<file path="config.mk">
export PLATFORM = sky130hd
export DESIGN_NAME = btn_event_ctrl
export DESIGN_NICKNAME = d
export VERILOG_FILES = /design/src/rtl/btn_event_ctrl.sv
export SDC_FILE = /design/constraint.sdc
export NUM_CORES = 1
export LEC_CHECK = 0
export ABC_CLOCK_PERIOD_IN_PS = 2100
export CAP_MARGIN = 30
export CORE_ASPECT_RATIO = 1.1
export CORE_MARGIN = 2
export CORE_UTILIZATION = 40
export DETAILED_ROUTE_END_ITERATION = 12
export HOLD_SLACK_MARGIN = 0.05
export PLACE_DENSITY = 0.64
export SYNTH_ARGS = -nofsm -noshare
export SYNTH_HDL_FRONTEND = slang
export SYNTH_SLANG_ARGS = --single-unit
</file>
<file path="constraint.sdc">
create_clock -name clk -period 2.1 [get_ports clk]
set_input_delay 0.21 -clock clk [delete_from_list [all_inputs] [get_ports clk]]
set_output_delay 0.21 -clock clk [all_outputs]
set_load 0.1 [all_outputs]
</file>
<file path="src/rtl/btn_event_ctrl.sv">
// Front-panel button controller: one shared sample tick, per-button sync and
// debounce, press/auto-repeat event generation, round-robin valid/ready channel.
module btn_event_ctrl #(
  parameter int NUM_BTN      = 4,
  parameter int TICK_DIV     = 100000,
  parameter int STABLE_CNT   = 4,
  parameter int HOLD_TICKS   = 50,
  parameter int REPEAT_TICKS = 10
) (
  input  logic               clk,
  input  logic               rst,
  input  logic [NUM_BTN-1:0] btn_raw,
  output logic [NUM_BTN-1:0] btn_db,
  output logic               evt_valid,
  input  logic               evt_ready,
  output logic [1:0]         evt_id,
  output logic               evt_repeat,
  input  logic               ovr_clr,
  output logic               overrun
);
  localparam int TW = (TICK_DIV > 1) ? $clog2(TICK_DIV) : 1;
  localparam int SW = (STABLE_CNT > 1) ? $clog2(STABLE_CNT) : 1;
  localparam int HW = $clog2(HOLD_TICKS + REPEAT_TICKS + 1);
  localparam int PW = $clog2(NUM_BTN);
  localparam logic [TW-1:0] TICK_LAST = TW'(TICK_DIV - 1);
  localparam logic [SW-1:0] STAB_LAST = SW'(STABLE_CNT - 1);
  localparam logic [HW-1:0] HOLD_PRE  = HW'(HOLD_TICKS - 1);
  localparam logic [HW-1:0] HOLD_TOP  = HW'(HOLD_TICKS + REPEAT_TICKS - 1);
  localparam logic [HW-1:0] HOLD_BASE = HW'(HOLD_TICKS);

  typedef enum logic [0:0] {S_IDLE = 1'b0, S_OFFER = 1'b1} state_e;

  logic [TW-1:0]              tcnt_q, tcnt_d;
  logic                       tick_s;
  logic [NUM_BTN-1:0]         sync1_q, sync2_q;
  logic [NUM_BTN-1:0]         db_q, db_d;
  logic [NUM_BTN-1:0][SW-1:0] stab_q, stab_d;
  logic [NUM_BTN-1:0][HW-1:0] hold_q, hold_d, hold_nx_s;
  logic [NUM_BTN-1:0]         hold_hit_s, press_s, rep_s, ev_s, cap_s;
  logic [NUM_BTN-1:0]         pend_q, pend_d, prep_q, prep_d;
  logic                       ovr_q, ovr_d, ovr_set_s;
  state_e                     state_q, state_d;
  logic [PW-1:0]              ptr_q, ptr_d, k_s, k_hi_s, k_lo_s;
  logic                       found_hi_s, any_s;
  logic                       valid_q, valid_d, rep_q, rep_d;
  logic [1:0]                 id_q, id_d;

  assign tick_s = (tcnt_q == TICK_LAST);
  assign tcnt_d = tick_s ? '0 : tcnt_q + TW'(1);
  assign ev_s   = press_s | rep_s;
  assign any_s  = |pend_q;

  // Datapath registers: tick counter, synchronisers, debounce, pending, overrun.
  always_ff @(posedge clk) begin
    if (rst) begin
      tcnt_q  <= '0;
      sync1_q <= '0;
      sync2_q <= '0;
      db_q    <= '0;
      stab_q  <= '0;
      hold_q  <= '0;
      pend_q  <= '0;
      prep_q  <= '0;
      ovr_q   <= 1'b0;
    end else begin
      tcnt_q  <= tcnt_d;
      sync1_q <= btn_raw;
      sync2_q <= sync1_q;
      db_q    <= db_d;
      stab_q  <= stab_d;
      hold_q  <= hold_d;
      pend_q  <= pend_d;
      prep_q  <= prep_d;
      ovr_q   <= ovr_d;
    end
  end

  // Hold counter advance: wraps inside the repeat interval once HOLD_TICKS is reached.
  always_comb begin
    for (int i = 0; i < NUM_BTN; i++) begin
      hold_hit_s[i] = (hold_q[i] == HOLD_PRE) || (hold_q[i] == HOLD_TOP);
      if (hold_q[i] == HOLD_TOP) begin
        hold_nx_s[i] = HOLD_BASE;
      end else begin
        hold_nx_s[i] = hold_q[i] + HW'(1);
      end
    end
  end

  // Per-button debounce and press/repeat event detection, evaluated on tick.
  always_comb begin
    db_d    = db_q;
    stab_d  = stab_q;
    hold_d  = hold_q;
    press_s = '0;
    rep_s   = '0;
    for (int i = 0; i < NUM_BTN; i++) begin
      if (tick_s) begin
        if (sync2_q[i] == db_q[i] || stab_q[i] == STAB_LAST) begin
          stab_d[i] = '0;
        end else begin
          stab_d[i] = stab_q[i] + SW'(1);
        end
        if (sync2_q[i] != db_q[i] && stab_q[i] == STAB_LAST) begin
          db_d[i]    = ~db_q[i];
          hold_d[i]  = '0;
          press_s[i] = ~db_q[i];
        end else if (db_q[i]) begin
          hold_d[i] = hold_nx_s[i];
          rep_s[i]  = hold_hit_s[i];
        end else begin
          hold_d[i] = '0;
        end
      end else begin
        db_d[i] = db_q[i];
      end
    end
  end

  // Pending set/merge/clear; a capture of the same button in this cycle is not an overrun.
  always_comb begin
    pend_d    = pend_q;
    prep_d    = prep_q;
    ovr_set_s = 1'b0;
    for (int i = 0; i < NUM_BTN; i++) begin
      if (ev_s[i]) begin
        pend_d[i] = 1'b1;
        if (pend_q[i] && !cap_s[i]) begin
          ovr_set_s = 1'b1;
        end else begin
          prep_d[i] = rep_s[i];
        end
      end else if (cap_s[i]) begin
        pend_d[i] = 1'b0;
      end else begin
        pend_d[i] = pend_q[i];
      end
    end
    if (ovr_set_s) begin
      ovr_d = 1'b1;
    end else if (ovr_clr) begin
      ovr_d = 1'b0;
    end else begin
      ovr_d = ovr_q;
    end
  end

  // Round-robin search: lowest pending index above ptr, else lowest overall.
  always_comb begin
    found_hi_s = 1'b0;
    k_hi_s     = '0;
    k_lo_s     = '0;
    for (int i = NUM_BTN - 1; i >= 0; i--) begin
      if (pend_q[i]) begin
        k_lo_s = PW'(i);
        if (i > int'(ptr_q)) begin
          found_hi_s = 1'b1;
          k_hi_s     = PW'(i);
        end
      end
    end
    k_s = found_hi_s ? k_hi_s : k_lo_s;
  end

  // Arbiter state and registered channel outputs.
  always_ff @(posedge clk) begin
    if (rst) begin
      state_q <= S_IDLE;
      valid_q <= 1'b0;
      id_q    <= 2'd0;
      rep_q   <= 1'b0;
      ptr_q   <= PW'(NUM_BTN - 1);
    end else begin
      state_q <= state_d;
      valid_q <= valid_d;
      id_q    <= id_d;
      rep_q   <= rep_d;
      ptr_q   <= ptr_d;
    end
  end

  // Arbiter next state.
  always_comb begin
    state_d = state_q;
    case (state_q)
      S_IDLE:  state_d = any_s ? S_OFFER : S_IDLE;
      S_OFFER: state_d = evt_ready ? S_IDLE : S_OFFER;
      default: state_d = S_IDLE;
    endcase
  end

  // Arbiter outputs: capture into the offer registers, release on handshake.
  always_comb begin
    valid_d = valid_q;
    id_d    = id_q;
    rep_d   = rep_q;
    ptr_d   = ptr_q;
    cap_s   = '0;
    case (state_q)
      S_IDLE: begin
        if (any_s) begin
          valid_d    = 1'b1;
          id_d       = 2'(k_s);
          rep_d      = prep_q[k_s];
          cap_s[k_s] = 1'b1;
        end else begin
          valid_d = 1'b0;
        end
      end
      S_OFFER: begin
        if (evt_ready) begin
          valid_d = 1'b0;
          ptr_d   = PW'(id_q);
        end else begin
          valid_d = 1'b1;
        end
      end
      default: valid_d = 1'b0;
    endcase
  end

  assign btn_db     = db_q;
  assign evt_valid  = valid_q;
  assign evt_id     = id_q;
  assign evt_repeat = rep_q;
  assign overrun    = ovr_q;
endmodule

</file>
==> impl_metrics.tcl, run 1 <==
set metrics [dict create \
    outcome "finished, final reports clean" \
    vias 3181 \
    grt_antenna_before_repair 0 \
    cts_max_level 3 \
    gp_congestion 0.8809 \
    cts_tree "built" \
    chipWidth_um 95.67 \
    dp_slack_ns -0.01649 \
    start_util_pct 41.46 \
    endpoint_kind "flip-flop" \
    synth_nets 473 \
    clock_skew_ns 0.01178 \
    dr.pass1.iters 4 \
    yosysSeqAreaShare_pct 41.15 \
    path_cells "ha_1 > and4_1 > and2_2 > and4_4 > buf_4 > nand3_1 > or3_1 > a21oi_1" \
    core_area_um2 8919 \
    synth_edf_count 0 \
    r2r-end "hold_q[16]$_SDFFE_PP0P_" \
    critPathBufInv 1 \
    crit_path_start_kind "flip-flop" \
    min_path_cells 2 \
    synth_top_area_cell "dfxtp_1" \
    setup_violations 0 \
    nNetsFinal 492 \
    max-slew-margin-rel_pct 73.18 \
    die-area_um2 10030 \
    critical_path.top_delay_family "simple AND/OR/NAND/NOR gates" \
    io_pins 17 \
    ys_top_cells_by_area "dfxtp_1 (41%), a21oi_1 (6.2%), nor2_1 (5.4%)" \
    syn_area_um2 3697 \
    ant_nets 0 \
    via_per_inst 5.410 \
    routed_wl_um 7518 \
    synth_common_cells "dfxtp_1 (76), nor2_1 (53), a21oi_1 (46), nand2_1 (38), nand3_1 (30)" \
    clockRootBuffer "clkbuf_8" \
    final-seq-area_um2 1524 \
    post_cts_buffers 0 \
    drt_iter0_drc 77 \
    whs_endpoint "stab_q[6]$_SDFFE_PP0P_" \
    area_growth_pct 13.47 \
    clk_pin_slew_ns 0.08 \
    max_freq_ghz 0.5036 \
    grt_usage_pct 16.11 \
    grt_pass1_wl_um 13090 \
    power_leakage_nw 1.475 \
    synth.most_common_cell "dfxtp_1" \
    power_density_nw_per_um2 614.4 \
    slowest_stage "or3_1" \
    utilization_pct 47.04 \
    fillCellCount 875 \
    synth_top_area_share_pct 41.15 \
    grt_max_degree 45 \
    multi_input_area_um2 2062 \
    clock_path_buffers 2 \
    rsz0062_at_grt "no" \
    timing.final.hold_violations 0 \
    async_reset_ff_share_pct 0 \
    routedWlPerCell_um 12.79 \
    r2r_setup_slack_ns 0.11 \
    synth-seq-cells 76 \
    reg2reg_depth 8 \
    drive_above_1_share_pct 10.34 \
    grt_pass1_vias 2916 \
    min_from "rst" \
    synth_cell_types 46 \
    syn_area_per_cell_um2 8.180 \
    cp_slowest_stage_delay_ns 0.36 \
    cts_sinks 76 \
    path_class "flip-flop to flip-flop" \
    drv_cap 0 \
    layout_setup_ws_ns 0.1143 \
    grt_overflow 0 \
    cp_data_required_time_ns 2.38 \
    synth_cells 452 \
    clkLatencyLatePin_ns 0.35 \
    portBuffers 16 \
    report.final.slew_viol_count 0 \
    synth_flop_cell "dfxtp_1" \
    worst_pin_slew_ns 0.4018 \
    post-dp-hpwl_um 5378 \
    cts_hold_buffers 0 \
    n_antenna_cell 0 \
    cts_made_buffers 9 \
    hp-class "primary input to flip-flop" \
    critPathArrivalTime_ns 2.26 \
    die_y_um 104.8 \
    crit_path_max_fanout 8 \
    finalCritPeriodShare_pct 94.56 \
    drc 0 \
    period_needed_ns 1.986 \
    r2r_start "tcnt_q[1]$_SDFF_PP0_" \
    yosysWarnings 0 \
    fp-row-count 36 \
    peakVddDrop_mv 0.3143 \
]
## cell families after synthesis
group / count (synthesis) / synth area share, %
DFF: 76 / 41.15
buffers and inverters: 32 / 3.519
adders and majority gates: 13 / 4.399
AOI/OAI and AO/OA: 95 / 15.43
muxes: 8 / 2.267
xor gates and xnor gates: 18 / 4.264
and+or+nand+nor: 210 / 28.97
## flip-flops by register name, summed over array words and instances, names as in the netlist
name	cells
stab_q	8
sync1_q	4
tcnt_q	17
evt_valid	1
sync2_q	4
hold_q	24
prep_q	4
evt_id	2
pend_q	4
overrun	1
btn_db	4
evt_repeat	1
ptr_q	2
## power by group
group,leakage [nW],switching [mW],internal [mW]
Combinational,0.773,0.0374,0.0311
Sequential,0.615,0.00730,1.45
Clock,0.0870,0.519,0.531
Total,1.48,0.564,2.01
## worst max path at each step
stage,from,end,slack (ns),depth (start not counted)
3_5_place_dp,tcnt_q[1]$_SDFF_PP0_,hold_q[16]$_SDFFE_PP0P_,-0.02,8
5_1_grt,tcnt_q[1]$_SDFF_PP0_,hold_q[16]$_SDFFE_PP0P_,0.003,8
3_3_place_gp,tcnt_q[1]$_SDFF_PP0_,hold_q[16]$_SDFFE_PP0P_,0.04,8
2_1_floorplan,btn_db[0]$_SDFFE_PP0P_,hold_q[5]$_SDFFE_PP0P_,0.08,4
4_1_cts,pend_q[3]$_SDFFE_PP0P_,overrun$_SDFFE_PP0P_,0.04,6
6_report,tcnt_q[1]$_SDFF_PP0_,hold_q[16]$_SDFFE_PP0P_,0.11,8
## layout by cell type (no fill, tap or decap), types with 2 or more instances in the layout
cell type	instances
a211o_1	2
a211oi_1	5
a21oi_1	46
a2bb2oi_1	2
a32oi_1	3
and3_1	14
buf_4	20
clkbuf_8	9
clkdlybuf4s50_1	6
clkinv_2	2
clkinvlp_4	2
dfxtp_1	74
dfxtp_2	2
ha_1	13
inv_1	11
mux2_2	3
mux2i_1	5
nand2_1	38
nand2b_1	5
nand3_1	30
nand3b_1	6
nand4_1	5
nor2_1	53
nor2b_1	17
nor3_1	9
nor3b_1	3
nor4_1	7
o21ai_0	22
o31ai_1	2
o41ai_1	3
or3_1	15
xnor2_1	8
xor2_1	10
## through the flow
step / instances / hold slack, ns / cell area (um2) / total power [mW] / setup TNS, ns
6_report: 588 / 0.2419 / 4195 / 2.578 / 0
5_1_grt: 588 / 0.2539 / 4195 / 2.683 / 0
4_1_cts: 588 / 0.2396 / 4175 / 2.609 / 0
3_5_place_dp: 574 / 0.4348 / 3995 / 1.563 / -0.02776
3_3_place_gp: 574 / 0.4197 / 3995 / 1.561 / 0
2_1_floorplan: 452 / 0.3382 / 3699 / 1.531 / 0
## layout make-up
cell class | instances | share of cell area [%]
clock buffers | 9 | 2.953
clock inverters | 5 | 1.312
inverters | 11 | 0.9842
multi-input cells | 344 | 49.15
flip-flops and latches | 76 | 36.33
well taps | 114 | 3.400
repair buffers | 29 | 5.875
## layer usage
metal	GRT usage, %	routed length (um)	vias up	part of all wire [%]
li1	-	-	1646	-
met1	20.76	3462	1476	46
met2	26.07	3689	47	49
met3	3.028	242	12	3.2
met4	6.735	123	0	1.6
met5	0	0	-	0
## what timing repair did
item                                    4_1_cts  5_1_grt
resized for setup                             1        5
hold endpoints to repair                      0        0
endpoints found under the setup margin        3        9
pin swaps                                     0        0
No activity file was read; power rests on OpenSTA's default activity.
==> inputs of run 2 (changes only) <==
--- a/config.mk
+++ b/config.mk
@@ -11,6 +11,7 @@
 export CORE_MARGIN = 2
 export CORE_UTILIZATION = 40
 export DETAILED_ROUTE_END_ITERATION = 12
+export GPL_TIMING_DRIVEN = 0
 export HOLD_SLACK_MARGIN = 0.05
 export PLACE_DENSITY = 0.64
 export SYNTH_ARGS = -nofsm -noshare
==> run 2 against run 1 <==
  * Total power grew 12%
  * Clock skew shrank 0.0025 ns
  * Sequential share of layout area shrank 1.2 points
  * Critical path type is now flip-flop to output port
  * Highest routed layer unchanged
  * Cell area increased by 3.6%
  * Global-route usage rose by 1.6 points
  * Via count is 3.1% higher
  * Sequential cell count stayed put
  * Setup slack got worse by 0.062 ns
  * Combinational power shrank 2%
  * Final cell count is 2.4% higher
  * Worst hold slack improved by 0.16 ns
  * Fmax is 3.0% lower
  * Largest cell class unchanged
==> impl_metrics.tcl, run 2 (synthesis results as in run 1) <==
set metrics [dict create \
    outcome "finished, final reports clean" \
    r2r_start "tcnt_q[0]$_SDFF_PP0_" \
    grt_overflow 0 \
    portBuffers 15 \
    cp_data_required_time_ns 1.89 \
    dr.pass1.iters 5 \
    mostFrequentLayoutCells "dfxtp_1 (72), nor2_1 (52), a21oi_1 (45), nand2_1 (38), nand3_1 (29)" \
    power_density_nw_per_um2 661.5 \
    max_freq_ghz 0.4884 \
    drt_iter0_drc 104 \
    n_antenna_cell 0 \
    path_cells "clkdlybuf4s50_1" \
    cts_sinks 76 \
    grt_max_degree 14 \
    critPathLaunch "evt_id[0]$_SDFFE_PP0P_" \
    worst_pin_slew_ns 0.9659 \
    crit_path_max_fanout 3 \
    die_y_um 104.8 \
    critPathArrivalTime_ns 1.84 \
    gp_congestion 0.7919 \
    start_util_pct 41.46 \
    placed_area_um2 3991 \
    peakVddDrop_mv 0.4487 \
    crit_path_start_kind "flip-flop" \
    grt_usage_pct 17.70 \
    cts_max_level 3 \
    drc 0 \
    worstSetupEndpoint "evt_id[0]" \
    reg2reg_depth 8 \
    regMostFlops "hold_q" \
    cts_made_buffers 9 \
    path_class "flip-flop to output port" \
    power_leakage_nw 1.553 \
    fp-row-count 36 \
    finalCritPeriodShare_pct 97.49 \
    clockRootBuffer "clkbuf_8" \
    largest_reg_flops 24 \
    report.final.slew_viol_count 0 \
    grt_pass1_vias 3033 \
    clkLatencyLatePin_ns 0.35 \
    max-slew-margin-rel_pct 35.41 \
    endpoint_kind "output port" \
    reg_top3 "hold_q x24, tcnt_q x17, stab_q x8" \
    hp-class "primary input to flip-flop" \
    crit_cells 1 \
    fin_area_um2 4347 \
    grt_antenna_before_repair 0 \
    vias 3280 \
    die-area_um2 10030 \
    cp_slowest_stage_delay_ns 1.14 \
    routed_wl_um 8457 \
    final_common_cell "dfxtp_1" \
    post-dp-hpwl_um 5940 \
    r2r-end "hold_q[5]$_SDFFE_PP0P_" \
    grt_pass1_wl_um 14070 \
    drive_above_1_share_pct 9.836 \
    routedWlPerCell_um 14.05 \
    critical_path.top_delay_family "buffers and inverters" \
    slowest_stage "clkdlybuf4s50_1" \
    via_per_inst 5.449 \
    ant_nets 0 \
    r2r_setup_slack_ns 0.08 \
    area_growth_pct 17.56 \
    clock_path_buffers 2 \
    cts_hold_buffers 0 \
    critPathBufInv 1 \
    core_area_um2 8919 \
    timing.final.hold_violations 0 \
    chipWidth_um 95.67 \
    clk_pin_slew_ns 0.08 \
    period_needed_ns 2.047 \
    io_pins 17 \
    drv_cap 0 \
    cts_tree "built" \
    clock_skew_ns 0.009264 \
    nNetsFinal 504 \
    hold_slack_ns 0.4025 \
    setup_violations 0 \
]
## run 2: cell count changes in the layout (fill, tap and decap cells not counted), sizes merged
cell | previous run | this run
dlygate4sd2 | 0 | 1
clkdlybuf4s50 | 6 | 11
clkbuf | 9 | 26
clkinvlp | 2 | 0
buf | 23 | 10
clkinv | 2 | 3
bufinv | 1 | 3
dlymetal6s2s | 0 | 3
## run 2: where the power goes
| part | internal (mW) | leakage [nW] | total, mW | switching (mW) |
|---|---|---|---|---|
| sequential | 1.45 | 0.616 | 1.46 | 0.0105 |
| combinational | 0.0277 | 0.817 | 0.0670 | 0.0393 |
| clock | 0.792 | 0.120 | 1.35 | 0.554 |
## run 2: metrics by stage
| step | setup TNS [ns] | total power, mW | setup slack (ns) | std cells | utilization [%] |
|---|---|---|---|---|---|
| floorplan | 0 | 1.531 | 0.07514 | 452 | - |
| finish | 0 | 2.875 | 0.05267 | 602 | 48.74 |
| CTS | 0 | 2.905 | 0.004433 | 601 | 48.20 |
| detailed placement | -8.577 | 1.560 | -0.3308 | 581 | 44.75 |
| global route | -0.005379 | 2.971 | -0.005379 | 602 | 48.74 |
| global placement | -8.426 | 1.559 | -0.3376 | 581 | 44.75 |
## run 2: worst min-delay path by stage
stage,from,end,slack (ns),cells past startpoint
6_report,btn_raw[1],sync1_q[1]$_SDFF_PP0_,0.40,2
5_1_grt,btn_raw[2],sync1_q[2]$_SDFF_PP0_,0.39,2
4_1_cts,btn_raw[1],sync1_q[1]$_SDFF_PP0_,0.39,2
3_5_place_dp,sync1_q[2]$_SDFF_PP0_,sync2_q[2]$_SDFF_PP0_,0.43,1
3_3_place_gp,sync1_q[1]$_SDFF_PP0_,sync2_q[1]$_SDFF_PP0_,0.42,1
2_1_floorplan,btn_raw[0],sync1_q[0]$_SDFF_PP0_,0.34,1
## run 2: metal layers
layer | track usage, % | routed length (um)
met1 | 22.14 | 3844
met2 | 29.77 | 4160
met3 | 4.470 | 327
met4 | 5.000 | 124
met5 | 0 | 0
## run 2: cell type report
cell class | instances | area (um2)
buffer | 21 | 103.9
clock buffer | 10 | 127.6
clock inverter | 6 | 112.6
fill | 873 | 4572
inverter | 11 | 41.29
multi-input combinational | 344 | 2096
sequential | 76 | 1529
tap | 114 | 142.6
timing repair buffer | 20 | 193.9
## run 2: timing repair
item                                    CTS  global route
endpoints found under the setup margin   52            14
resized for setup                        12            13
pin swaps                                 0             1
buffers inserted                          4             1
==> inputs of run 3 (changes only) <==
--- a/config.mk
+++ b/config.mk
@@ -5,7 +5,7 @@
 export SDC_FILE = /design/constraint.sdc
 export NUM_CORES = 1
 export LEC_CHECK = 0
-export ABC_CLOCK_PERIOD_IN_PS = 2100
+export ABC_CLOCK_PERIOD_IN_PS = 2500
 export CAP_MARGIN = 30
 export CORE_ASPECT_RATIO = 1.1
 export CORE_MARGIN = 2
@@ -14,6 +14,7 @@
 export GPL_TIMING_DRIVEN = 0
 export HOLD_SLACK_MARGIN = 0.05
 export PLACE_DENSITY = 0.64
+export SKIP_CTS_REPAIR_TIMING = 1
 export SYNTH_ARGS = -nofsm -noshare
 export SYNTH_HDL_FRONTEND = slang
 export SYNTH_SLANG_ARGS = --single-unit
==> constraint.sdc (replaced) <==
create_clock -name clk -period 2.5 [get_ports clk]
set_input_delay 0.25 -clock clk [delete_from_list [all_inputs] [get_ports clk]]
set_output_delay 0.25 -clock clk [all_outputs]
set_load 0.1 [all_outputs]
==> run 3 against run 2 <==
  * Sequential cell count did not move
  * Critical path depth unchanged
  * Global-route usage rose by 0.33 points
  * Cell area is 2.4% lower
  * Core utilization shrank 1.2 points
  * Count of clock-buffer cells in the layout fell by 1
  * Combinational power is 18% lower
  * Final cell count down 0.33%
  * Sequential power is 16% lower
==> impl_metrics.tcl, run 3 (synthesis results as in run 1) <==
set metrics [dict create \
    outcome "finished, final reports clean" \
    chipWidth_um 95.67 \
    max_freq_ghz 0.4335 \
    mostFrequentLayoutCells "dfxtp_1 (76), nor2_1 (53), a21oi_1 (46), nand2_1 (38), nand3_1 (30)" \
    combPwrFrac_pct 2.3 \
    report.final.slew_viol_count 0 \
    n_antenna_cell 0 \
    io_pins 17 \
    via_per_inst 5.413 \
    grt_antenna_before_repair 0 \
    vias 3248 \
    drc 0 \
    final-seq-area_um2 1521 \
    grt_max_degree 16 \
    cts_max_level 3 \
    power_leakage_nw 1.467 \
    clock_path_buffers 2 \
    rsz0062_at_grt "no" \
    dr.pass1.iters 4 \
    cp_slowest_stage_delay_ns 1.20 \
    placed_area_um2 3990 \
    path_class "flip-flop to output port" \
    drive_above_1_share_pct 6.790 \
    nNetsFinal 502 \
    hp-class "primary input to flip-flop" \
    fillCellCount 869 \
    routedWlPerCell_um 14.18 \
    worst_pin_slew_ns 0.9759 \
    ant_nets 0 \
    slowest_stage "clkdlybuf4s50_1" \
    reg_top3 "hold_q x24, tcnt_q x17, stab_q x8" \
    critPathArrivalTime_ns 2.06 \
    period_needed_ns 2.307 \
    drt_iter0_drc 106 \
    switchingPower_uw 548.1 \
    cts_tree "built" \
    grt_usage_pct 18.03 \
    max-slew-margin-rel_pct 34.74 \
    critPathBufInv 1 \
    fin_area_um2 4243 \
    seqPwrFrac_pct 51.8 \
    power_density_nw_per_um2 558.3 \
    drv_cap 0 \
    fp-row-count 36 \
    start_util_pct 41.46 \
    clock_skew_ns 0.008539 \
    multi_input_area_um2 2046 \
    final_common_cell "dfxtp_1" \
    endpoint_kind "output port" \
    cts_made_buffers 9 \
    routed_wl_um 8510 \
    netSwitchingFraction_pct 23.14 \
    setup_violations 0 \
    post-dp-hpwl_um 5951 \
    clkLatencyLatePin_ns 0.36 \
    path_cells "clkdlybuf4s50_1" \
    peakVddDrop_mv 0.4386 \
    cts_sinks 76 \
    fin_cells 600 \
    grt_pass1_vias 3067 \
    crit_path_max_fanout 9 \
    finalCritPeriodShare_pct 92.27 \
    clkPwrFrac_pct 45.9 \
    core_area_um2 8919 \
    die_y_um 104.8 \
    p_int_mw 1.820 \
    cp_data_required_time_ns 2.25 \
    clk_pin_slew_ns 0.09 \
    largest_reg_flops 24 \
    dp.cells 581 \
    grt_pass1_wl_um 14290 \
    timing.final.hold_violations 0 \
    critical_path.top_delay_family "buffers and inverters" \
    area_growth_pct 14.75 \
    grt_overflow 0 \
    gp_congestion 0.7967 \
    clockRootBuffer "clkbuf_8" \
    crit_path_start_kind "flip-flop" \
    portBuffers 15 \
    regMostFlops "hold_q" \
    die-area_um2 10030 \
]
-- run 3: changes by cell type in the layout (fill, tap and decap cells not counted), moves of 2 or more --
cell	previous run	this run
dfxtp_2	3	0
clkdlybuf4s50_1	11	15
dfxtp_1	72	76
inv_6	0	2
buf_6	2	0
buf_2	3	5
dlymetal6s2s_1	3	0
clkbuf_2	2	0
-- run 3: layer usage --
layer / GRT usage (%) / vias up / wire, um
li1: - / 1662 / -
met1: 22.27 / 1534 / 3892
met2: 30.32 / 42 / 4230
met3: 4.110 / 10 / 270
met4: 6.327 / 0 / 117
met5: 0 / - / 0
-- run 3: power by group through the flow --
stage	registers [mW]	clock network, mW	logic (mW)
after floorplan	1.25	0	0.0328
after global placement	1.26	0	0.0547
after detailed placement	1.26	0	0.0549
after CTS	1.23	1.11	0.0554
after global routing	1.23	1.16	0.0614
final	1.23	1.09	0.0548
-- run 3: stage by stage --
step                setup WS, ns  total power, mW  hold WS [ns]  TNS (ns)  utilization, %
global placement         0.04395            1.310        0.4207         0           44.74
CTS                     -0.01142            2.393        0.4165  -0.01142           47.32
global route             0.09799            2.452        0.4262         0           47.57
detailed placement       0.03929            1.311        0.4220         0           44.74
finish                    0.1932            2.369        0.4300         0           47.57
floorplan                 0.3768            1.286        0.3782         0               -
-- run 3: layout make-up --
| type | instances | area share, % |
|---|---|---|
| Buffer | 21 | 2.094 |
| Clock buffer | 9 | 2.919 |
| Clock inverter | 7 | 2.507 |
| Inverter | 11 | 0.9732 |
| Multi-Input combinational cell | 344 | 48.22 |
| Sequential cell | 76 | 35.86 |
| Tap cell | 114 | 3.362 |
| Timing Repair Buffer | 18 | 4.070 |
-- run 3: path summary, 6_finish.rpt --
kind	from	depth (start not counted)	slack, ns	to
hold / removal	btn_raw[3]	2	0.43	sync1_q[3]$_SDFF_PP0_
hold reg to reg	sync1_q[2]$_SDFF_PP0_	1	0.44	sync2_q[2]$_SDFF_PP0_
setup reg to reg	tcnt_q[0]$_SDFF_PP0_	9	0.29	stab_q[3]$_SDFFE_PP0P_
setup / recovery	evt_valid$_SDFF_PP0_	1	0.19	evt_valid
-- run 3: worst reg2reg max path, stage by stage (launching register included) --
cell and delay [ns]:
dfxtp_1 0.38, ha_1 0.22, and4_1 0.23, and2_2 0.17
and4_1 0.17, buf_4 0.18, buf_2 0.25, buf_2 0.27
nand3_1 0.12, a21oi_1 0.15
